===== src/rtl/clock_ctrl_pkg.sv =====
// -----------------------------------------------------------------------------
// clock_ctrl_pkg
//   Shared types and constants for the CPU clock-enable controller.
//   - MODE_* : encodings driven on the controller's mode output.
//   - state_t: controller FSM states.
//   - mode_code(): maps (state, fast flag) to the mode output encoding.
// -----------------------------------------------------------------------------
package clock_ctrl_pkg;

  localparam logic [1:0] MODE_MANUAL = 2'b00;
  localparam logic [1:0] MODE_SLOW   = 2'b01;
  localparam logic [1:0] MODE_FAST   = 2'b11;

  typedef enum logic [1:0] {
    ST_MANUAL,
    ST_AUTO,
    ST_HALT
  } state_t;

  // Only AUTO reports a running mode; MANUAL and HALT both read as 00 so the
  // display never claims the core is free-running while it is stopped.
  function automatic logic [1:0] mode_code(input state_t st, input logic fast);
    if (st != ST_AUTO) begin
      return MODE_MANUAL;
    end
    return fast ? MODE_FAST : MODE_SLOW;
  endfunction

endpackage


===== src/rtl/key_debounce.sv =====
// -----------------------------------------------------------------------------
// key_debounce
//   Conditions one active-low asynchronous push-button.
//   A 2-FF synchroniser feeds a stable-sample counter; the debounced level only
//   follows the synchronised input after DB_CYC consecutive samples that all
//   differ from the current level. A debounced 1->0 transition produces a
//   single-cycle press pulse; releases produce nothing.
//
//   Ports:
//     clk    in  1  sampling clock
//     rst_n  in  1  synchronous active-low reset (level returns to released)
//     key    in  1  raw active-low key, asynchronous to clk
//     press  out 1  one-cycle pulse on every accepted press
// -----------------------------------------------------------------------------
module key_debounce #(
  parameter int DB_CYC = 500000
) (
  input  logic clk,
  input  logic rst_n,
  input  logic key,
  output logic press
);

  // Counter only needs to reach DB_CYC-1: the DB_CYC-th differing sample is
  // the one that flips the level.
  localparam int CW = (DB_CYC > 1) ? $clog2(DB_CYC) : 1;

  logic          sync1;
  logic          sync2;
  logic          level;
  logic [CW-1:0] stable_cnt;

  // NOTE: non-blocking assignments make sync1 -> sync2 -> level a true pipeline;
  // blocking ones would collapse the stages into a single flop.
  always_ff @(posedge clk) begin
    if (!rst_n) begin
      sync1      <= 1'b1;
      sync2      <= 1'b1;
      level      <= 1'b1;
      stable_cnt <= '0;
      press      <= 1'b0;
    end else begin
      sync1 <= key;
      sync2 <= sync1;
      press <= 1'b0;
      if (sync2 == level) begin
        // Any sample agreeing with the current level restarts the run.
        stable_cnt <= '0;
      end else if (stable_cnt == CW'(DB_CYC - 1)) begin
        level      <= sync2;
        stable_cnt <= '0;
        press      <= ~sync2;
      end else begin
        stable_cnt <= stable_cnt + CW'(1);
      end
    end
  end

endmodule


===== src/rtl/cpu_clock_ctrl.sv =====
// -----------------------------------------------------------------------------
// cpu_clock_ctrl
//   Single-clock-domain clock-enable generator for the processor core.
//   Three debounced keys drive a MANUAL / AUTO / HALT state machine:
//     MANUAL : each step press issues one tick.
//     AUTO   : a divider issues one tick every P cycles, where
//              P = max(iDIV,1) in fast mode, or that value << SLOW_SHIFT in
//              slow mode. P is latched on AUTO entry, on every slow/fast press
//              and at every divider wrap, so an iDIV change mid-period never
//              shortens the running period.
//     HALT   : entered when the optional tick budget is exhausted; an
//              auto/manual press clears the tick count and returns to MANUAL.
//
//   Ports:
//     iCLK_50     in  1      sole clock, rising edge
//     iRST_n      in  1      synchronous active-low reset
//     iKEY        in  3      active-low keys: [2] step, [1] auto/manual,
//                            [0] slow/fast
//     iDIV        in  DIV_W  fast period in clock cycles (0 behaves as 1)
//     iBUDGET     in  TMR_W  tick budget
//     iBUDGET_EN  in  1      enables the budget halt
//     oCLK_EN     out 1      one-cycle tick to the core (registered)
//     oCLK        out 1      toggles on every tick, for display
//     oMODE       out 2      00 manual, 01 auto-slow, 11 auto-fast
//     oHALTED     out 1      budget exhausted
//     oTICKS      out TMR_W  ticks since reset or since the last halt clear
// -----------------------------------------------------------------------------
module cpu_clock_ctrl
  import clock_ctrl_pkg::*;
#(
  parameter int DIV_W      = 8,
  parameter int SLOW_SHIFT = 18,
  parameter int DB_CYC     = 500000,
  parameter int TMR_W      = 32
) (
  input  logic             iCLK_50,
  input  logic             iRST_n,
  input  logic [2:0]       iKEY,
  input  logic [DIV_W-1:0] iDIV,
  input  logic [TMR_W-1:0] iBUDGET,
  input  logic             iBUDGET_EN,
  output logic             oCLK_EN,
  output logic             oCLK,
  output logic [1:0]       oMODE,
  output logic             oHALTED,
  output logic [TMR_W-1:0] oTICKS
);

  // Wide enough to hold the slow period without overflow.
  localparam int CNT_W = DIV_W + SLOW_SHIFT;

  // ---------------------------------------------------------------------------
  // Key conditioning
  // ---------------------------------------------------------------------------
  logic [2:0] press;

  for (genvar k = 0; k < 3; k++) begin : g_key
    key_debounce #(
      .DB_CYC (DB_CYC)
    ) u_debounce (
      .clk   (iCLK_50),
      .rst_n (iRST_n),
      .key   (iKEY[k]),
      .press (press[k])
    );
  end

  logic step_press;
  logic am_press;
  logic sf_press;

  assign step_press = press[2];
  assign am_press   = press[1];
  assign sf_press   = press[0];

  // ---------------------------------------------------------------------------
  // Controller state
  // ---------------------------------------------------------------------------
  state_t           state;
  state_t           state_nxt;
  logic             fast;
  logic             fast_nxt;
  logic [CNT_W-1:0] div_cnt;
  logic [CNT_W-1:0] period;
  logic [CNT_W-1:0] period_nxt;
  logic [DIV_W-1:0] div_eff;
  logic             wrap;
  logic             budget_hit;
  logic             halt_clear;
  logic             tick;

  // NOTE: every signal driven here gets a default on every path, so no latch
  // can be inferred even if a branch is added later.
  always_comb begin
    fast_nxt   = fast ^ sf_press;
    div_eff    = (iDIV == '0) ? DIV_W'(1) : iDIV;
    period_nxt = fast_nxt ? CNT_W'(div_eff)
                          : (CNT_W'(div_eff) << SLOW_SHIFT);

    wrap = (state == ST_AUTO) && (div_cnt == period - CNT_W'(1));

    // Budget is checked against the registered count, which already includes
    // the tick pulsing this cycle; a late enable with the count already past
    // the budget halts the same way, without issuing another tick.
    budget_hit = iBUDGET_EN && (iBUDGET != '0) && (oTICKS >= iBUDGET) &&
                 (state != ST_HALT);

    halt_clear = (state == ST_HALT) && am_press;

    tick = !budget_hit &&
           (((state == ST_MANUAL) && step_press) || wrap);

    state_nxt = state;
    if (budget_hit) begin
      // Halt wins over a simultaneous auto/manual press, which is dropped.
      state_nxt = ST_HALT;
    end else begin
      case (state)
        ST_MANUAL: if (am_press) state_nxt = ST_AUTO;
        ST_AUTO:   if (am_press) state_nxt = ST_MANUAL;
        ST_HALT:   if (am_press) state_nxt = ST_MANUAL;
        default:   state_nxt = ST_MANUAL;
      endcase
    end
  end

  always_ff @(posedge iCLK_50) begin
    if (!iRST_n) begin
      state   <= ST_MANUAL;
      fast    <= 1'b0;
      div_cnt <= '0;
      period  <= CNT_W'(1);
      oCLK_EN <= 1'b0;
      oCLK    <= 1'b0;
      oMODE   <= MODE_MANUAL;
      oHALTED <= 1'b0;
      oTICKS  <= '0;
    end else begin
      state   <= state_nxt;
      fast    <= fast_nxt;
      oCLK_EN <= tick;
      oHALTED <= (state_nxt == ST_HALT);
      oMODE   <= mode_code(state_nxt, fast_nxt);

      if (tick) begin
        oCLK <= ~oCLK;
      end

      if (halt_clear) begin
        oTICKS <= '0;
      end else if (tick) begin
        oTICKS <= oTICKS + TMR_W'(1);
      end

      // Divider: restart and relatch P on entry, on a slow/fast press and at
      // each wrap; the first tick then lands exactly P cycles after the state
      // register shows AUTO.
      if (state_nxt != ST_AUTO) begin
        div_cnt <= '0;
      end else if ((state != ST_AUTO) || sf_press || wrap) begin
        div_cnt <= '0;
        period  <= period_nxt;
      end else begin
        div_cnt <= div_cnt + CNT_W'(1);
      end
    end
  end

endmodule


===== config.mk =====
export PLATFORM = sky130hd
export DESIGN_NAME = cpu_clock_ctrl
export DESIGN_NICKNAME = d
export VERILOG_FILES = /design/src/rtl/clock_ctrl_pkg.sv /design/src/rtl/key_debounce.sv /design/src/rtl/cpu_clock_ctrl.sv
export SDC_FILE = /design/constraint.sdc
export NUM_CORES = 1
export LEC_CHECK = 0
export ABC_AREA = 0
export CAP_MARGIN = 10
export CORE_MARGIN = 2
export CORE_UTILIZATION = 43
export CTS_CLUSTER_DIAMETER = 80
export DETAILED_ROUTE_END_ITERATION = 16
export GPL_TIMING_DRIVEN = 0
export PLACE_DENSITY_LB_ADDON = 0.3
export SETUP_SLACK_MARGIN = 0.15
export SLEW_MARGIN = 20
export SYNTH_ARGS = -nofsm -noshare
export SYNTH_HDL_FRONTEND = slang
export SYNTH_HIERARCHICAL = 1
export SYNTH_SLANG_ARGS = --single-unit

===== constraint.sdc =====
create_clock -name iCLK_50 -period 3.9 [get_ports iCLK_50]
set_input_delay 0.78 -clock iCLK_50 [delete_from_list [all_inputs] [get_ports iCLK_50]]
set_output_delay 0.78 -clock iCLK_50 [all_outputs]
set_load 0.05 [all_outputs]

==> flow_summary.json <==
{
  "path_delay_family": "compound AO/OA/AOI/OAI gates",
  "cellPowerDensity_nw_per_um2": 309,
  "rsz0062_at_grt": "true",
  "arrival_ns": 3.99,
  "status": "completed",
  "period_needed_ns": 3.64,
  "synth_area_um2": 8310,
  "reg2reg_depth": 12,
  "gp_congestion": 0.868,
  "fin_skew_ns": 0.00627,
  "synth.distinct_cells": 61,
  "yosysTopAreaCell": "dfxtp_1",
  "avgSynthCellArea_um2": 8.59,
  "finalSetupViolCount": 0,
  "coreArea_um2": 18800,
  "layout_common_cells": "dfxtp_1, nor2_1, nand2_1",
  "crit_type": "input pin to register",
  "dpl_cell_area_um2": 9450,
  "cpPeakStageDelay_ns": 0.48,
  "dr_total_vias": 7303,
  "cts_root_buf": "clkbuf_16",
  "tightest_slew_ns": 1.03,
  "first_global_vias": 6688,
  "async_reset_ff_share_pct": 0,
  "layout_commonest_cell": "dfxtp_1",
  "first_pass_iters": 7,
  "yosys.area.top_type_share_pct": 36.4,
  "antenna_found_initial": 0,
  "htree_levels": 4,
  "cts_buffers": 17,
  "first_iter_violations": 449,
  "ant_nets": 0,
  "netlist_instances": 967,
  "dp_hpwl_um": 14300,
  "design_area_um2": 10300,
  "max-slew-margin-rel_pct": 30.6,
  "drc": 0,
  "rows": 50,
  "final_cells": 1353,
  "hold_end": "g_key[1].u_debounce/sync2$_SDFF_PN1_",
  "crit_chain": "clkdlybuf4s50_1, inv_1, ha_4, a21o_1, a221o_1, a221oi_4, nor3b_4, a31oi_4, a2111oi_4, nor3b_4, buf_6, buf_12, mux2i_2",
  "grt_max_degree": 17,
  "layout_setup_ws_ns": 0.255,
  "critPathLaunch": "iBUDGET[25]",
  "rrSetupSlack_ns": 0.27,
  "wire_per_inst_um": 15.0,
  "n_antenna_cell": 0,
  "areaGrowthSynthToFinish_pct": 23.8,
  "slew_viol_final": 0,
  "min_from": "g_key[1].u_debounce/sync1$_SDFF_PN1_",
  "final_util_pct": 54.6,
  "die_area_um2": 20400,
  "fin_crit_sh_pct": 93.5,
  "finalHoldViolations": 0,
  "gr-total-overflow": 0,
  "layout-drive-gt1-share_pct": 10.2,
  "clockBufferDepth": 2,
  "finalSetupTns_ns": 0,
  "fmax_ghz": 0.274,
  "die_h_um": 143,
  "syn_nets": 1056,
  "routed_wl_um": 20300,
  "cp-start-kind": "input pin",
  "die_w_um": 143,
  "cpMaxStageDelayCell": "clkdlybuf4s50_1",
  "synth_seq_cells": 151,
  "placed_cells": 1309,
  "final_nets": 1170,
  "r2r-start": "period[0]$_SDFFE_PN1P_",
  "cts_tree": "built",
  "initial_core_util_pct": 44.1,
  "yosys_warnings": 6,
  "num_io_pins": 83,
  "cts_sinks": 151,
  "crit_required_ns": 4.24,
  "via_per_inst": 5.40,
  "groute.usage.overall_pct": 19.2,
  "grt_pass1_wl_um": 31900,
  "maxCapViolCount": 0,
  "placement.io_buffers": 82,
  "leakage_nw": 3.51,
  "hold_ws_ns": 0.413,
  "path_buf_inv": 4,
  "synth_edf_count": 0,
  "worst_setup_path_end_kind": "register",
  "ys_seq_area_share_pct": 36.4,
  "ys.flop_type": "dfxtp_1",
  "power_mw": 3.18,
  "path_clk_slew_ns": 0.06,
  "hold_buffers": 0,
  "dp_slack_ns": -0.955,
  "worstSkewPairLatency_ns": 0.42,
  "worstHoldPathType": "register to register",
  "cp_common_cell": "nor3b_4",
  "hold-path-cell-count": 1,
  "ir_drop_mv": 0.289,
  "r2r-end": "oTICKS[11]$_SDFFE_PP0P_",
  "synth_area_leaders": "dfxtp_1, xnor2_1, ha_1, nor2_1, xor2_1",
  "cp_max_fo": 5
}
cells in the mapped netlist (14+ instances only):
library cell	instances
a21oi_1	29
ha_1	43
nor4_1	33
xor2_1	38
or4_1	14
dfxtp_1	151
nand2_1	83
clkbuf_1	18
inv_1	62
nand3_1	55
mux2i_1	18
nor2_1	115
nor3_1	21
xnor2_1	75
nand4_1	45
cells by family (layout without fill, tap and decap cells):
logic type | after synthesis | count (layout) | share of synthesized area [%]
buffers and inverters | 96 | 221 | 5.30
flip-flops | 151 | 151 | 36.4
adder cells (fa/ha/maj) | 43 | 43 | 6.48
multiplexers | 18 | 18 | 2.17
XOR/XNOR | 113 | 113 | 11.9
AO/OA/AOI/OAI | 109 | 109 | 10.4
AND/OR/NAND/NOR | 437 | 438 | 27.3
routing by layer:
metal | up-vias | track usage [%] | share of wire, %
li1 | 3683 | - | -
met1 | 3423 | 26.1 | 47
met2 | 166 | 31.1 | 46
met3 | 31 | 3.42 | 4.3
met4 | 0 | 5.84 | 2.1
met5 | - | 0 | 0
sequential cells by signal, summed over array words and instances (netlist names):
name	cells
period	16
g_key.u_debounce/sync2	3
g_key.u_debounce/sync1	3
oHALTED	1
oMODE	2
fast	1
g_key.u_debounce/press	3
g_key.u_debounce/level	3
oCLK	1
state	2
g_key.u_debounce/stable_cnt	57
oCLK_EN	1
div_cnt	26
oTICKS	32
worst max-delay path by stage:
stage,endpoint,slack (ns),cells after the start
floorplan,period[18]$_SDFFE_PN0P_,0.23,12
global placement,div_cnt[2]$_SDFF_PP0_,-1.14,12
detailed placement,div_cnt[23]$_SDFF_PP0_,-0.96,12
CTS,period[20]$_SDFFE_PN0P_,0.17,13
global route,period[6]$_SDFFE_PN0P_,0.1,14
finish,period[20]$_SDFFE_PN0P_,0.26,13
timing repair:
| action | in CTS | in global routing |
|---|---|---|
| pin swaps | 1 | 12 |
| setup buffers | 1 | 10 |
| resized for setup | 7 | 31 |
| setup endpoints to repair | 68 | 68 |
| gates cloned | 0 | 2 |
layout make-up:
class,instances,area (um2)
repair buffers,94,937
clock buffers,21,470
inverters,62,233
plain buffers,34,223
multi-input cells,721,4990
flip-flops and latches,151,3030
clock inverters,10,73.8
fillers,1703,8550
well taps,260,325
power by group:
part | switching (mW) | internal (mW) | total [mW] | leakage, nW
combinational | 0.0592 | 0.0620 | 0.121 | 2.04
sequential | 0.00249 | 1.55 | 1.55 | 1.22
clock | 0.653 | 0.861 | 1.51 | 0.254
(Power assumes the default switching activity.)
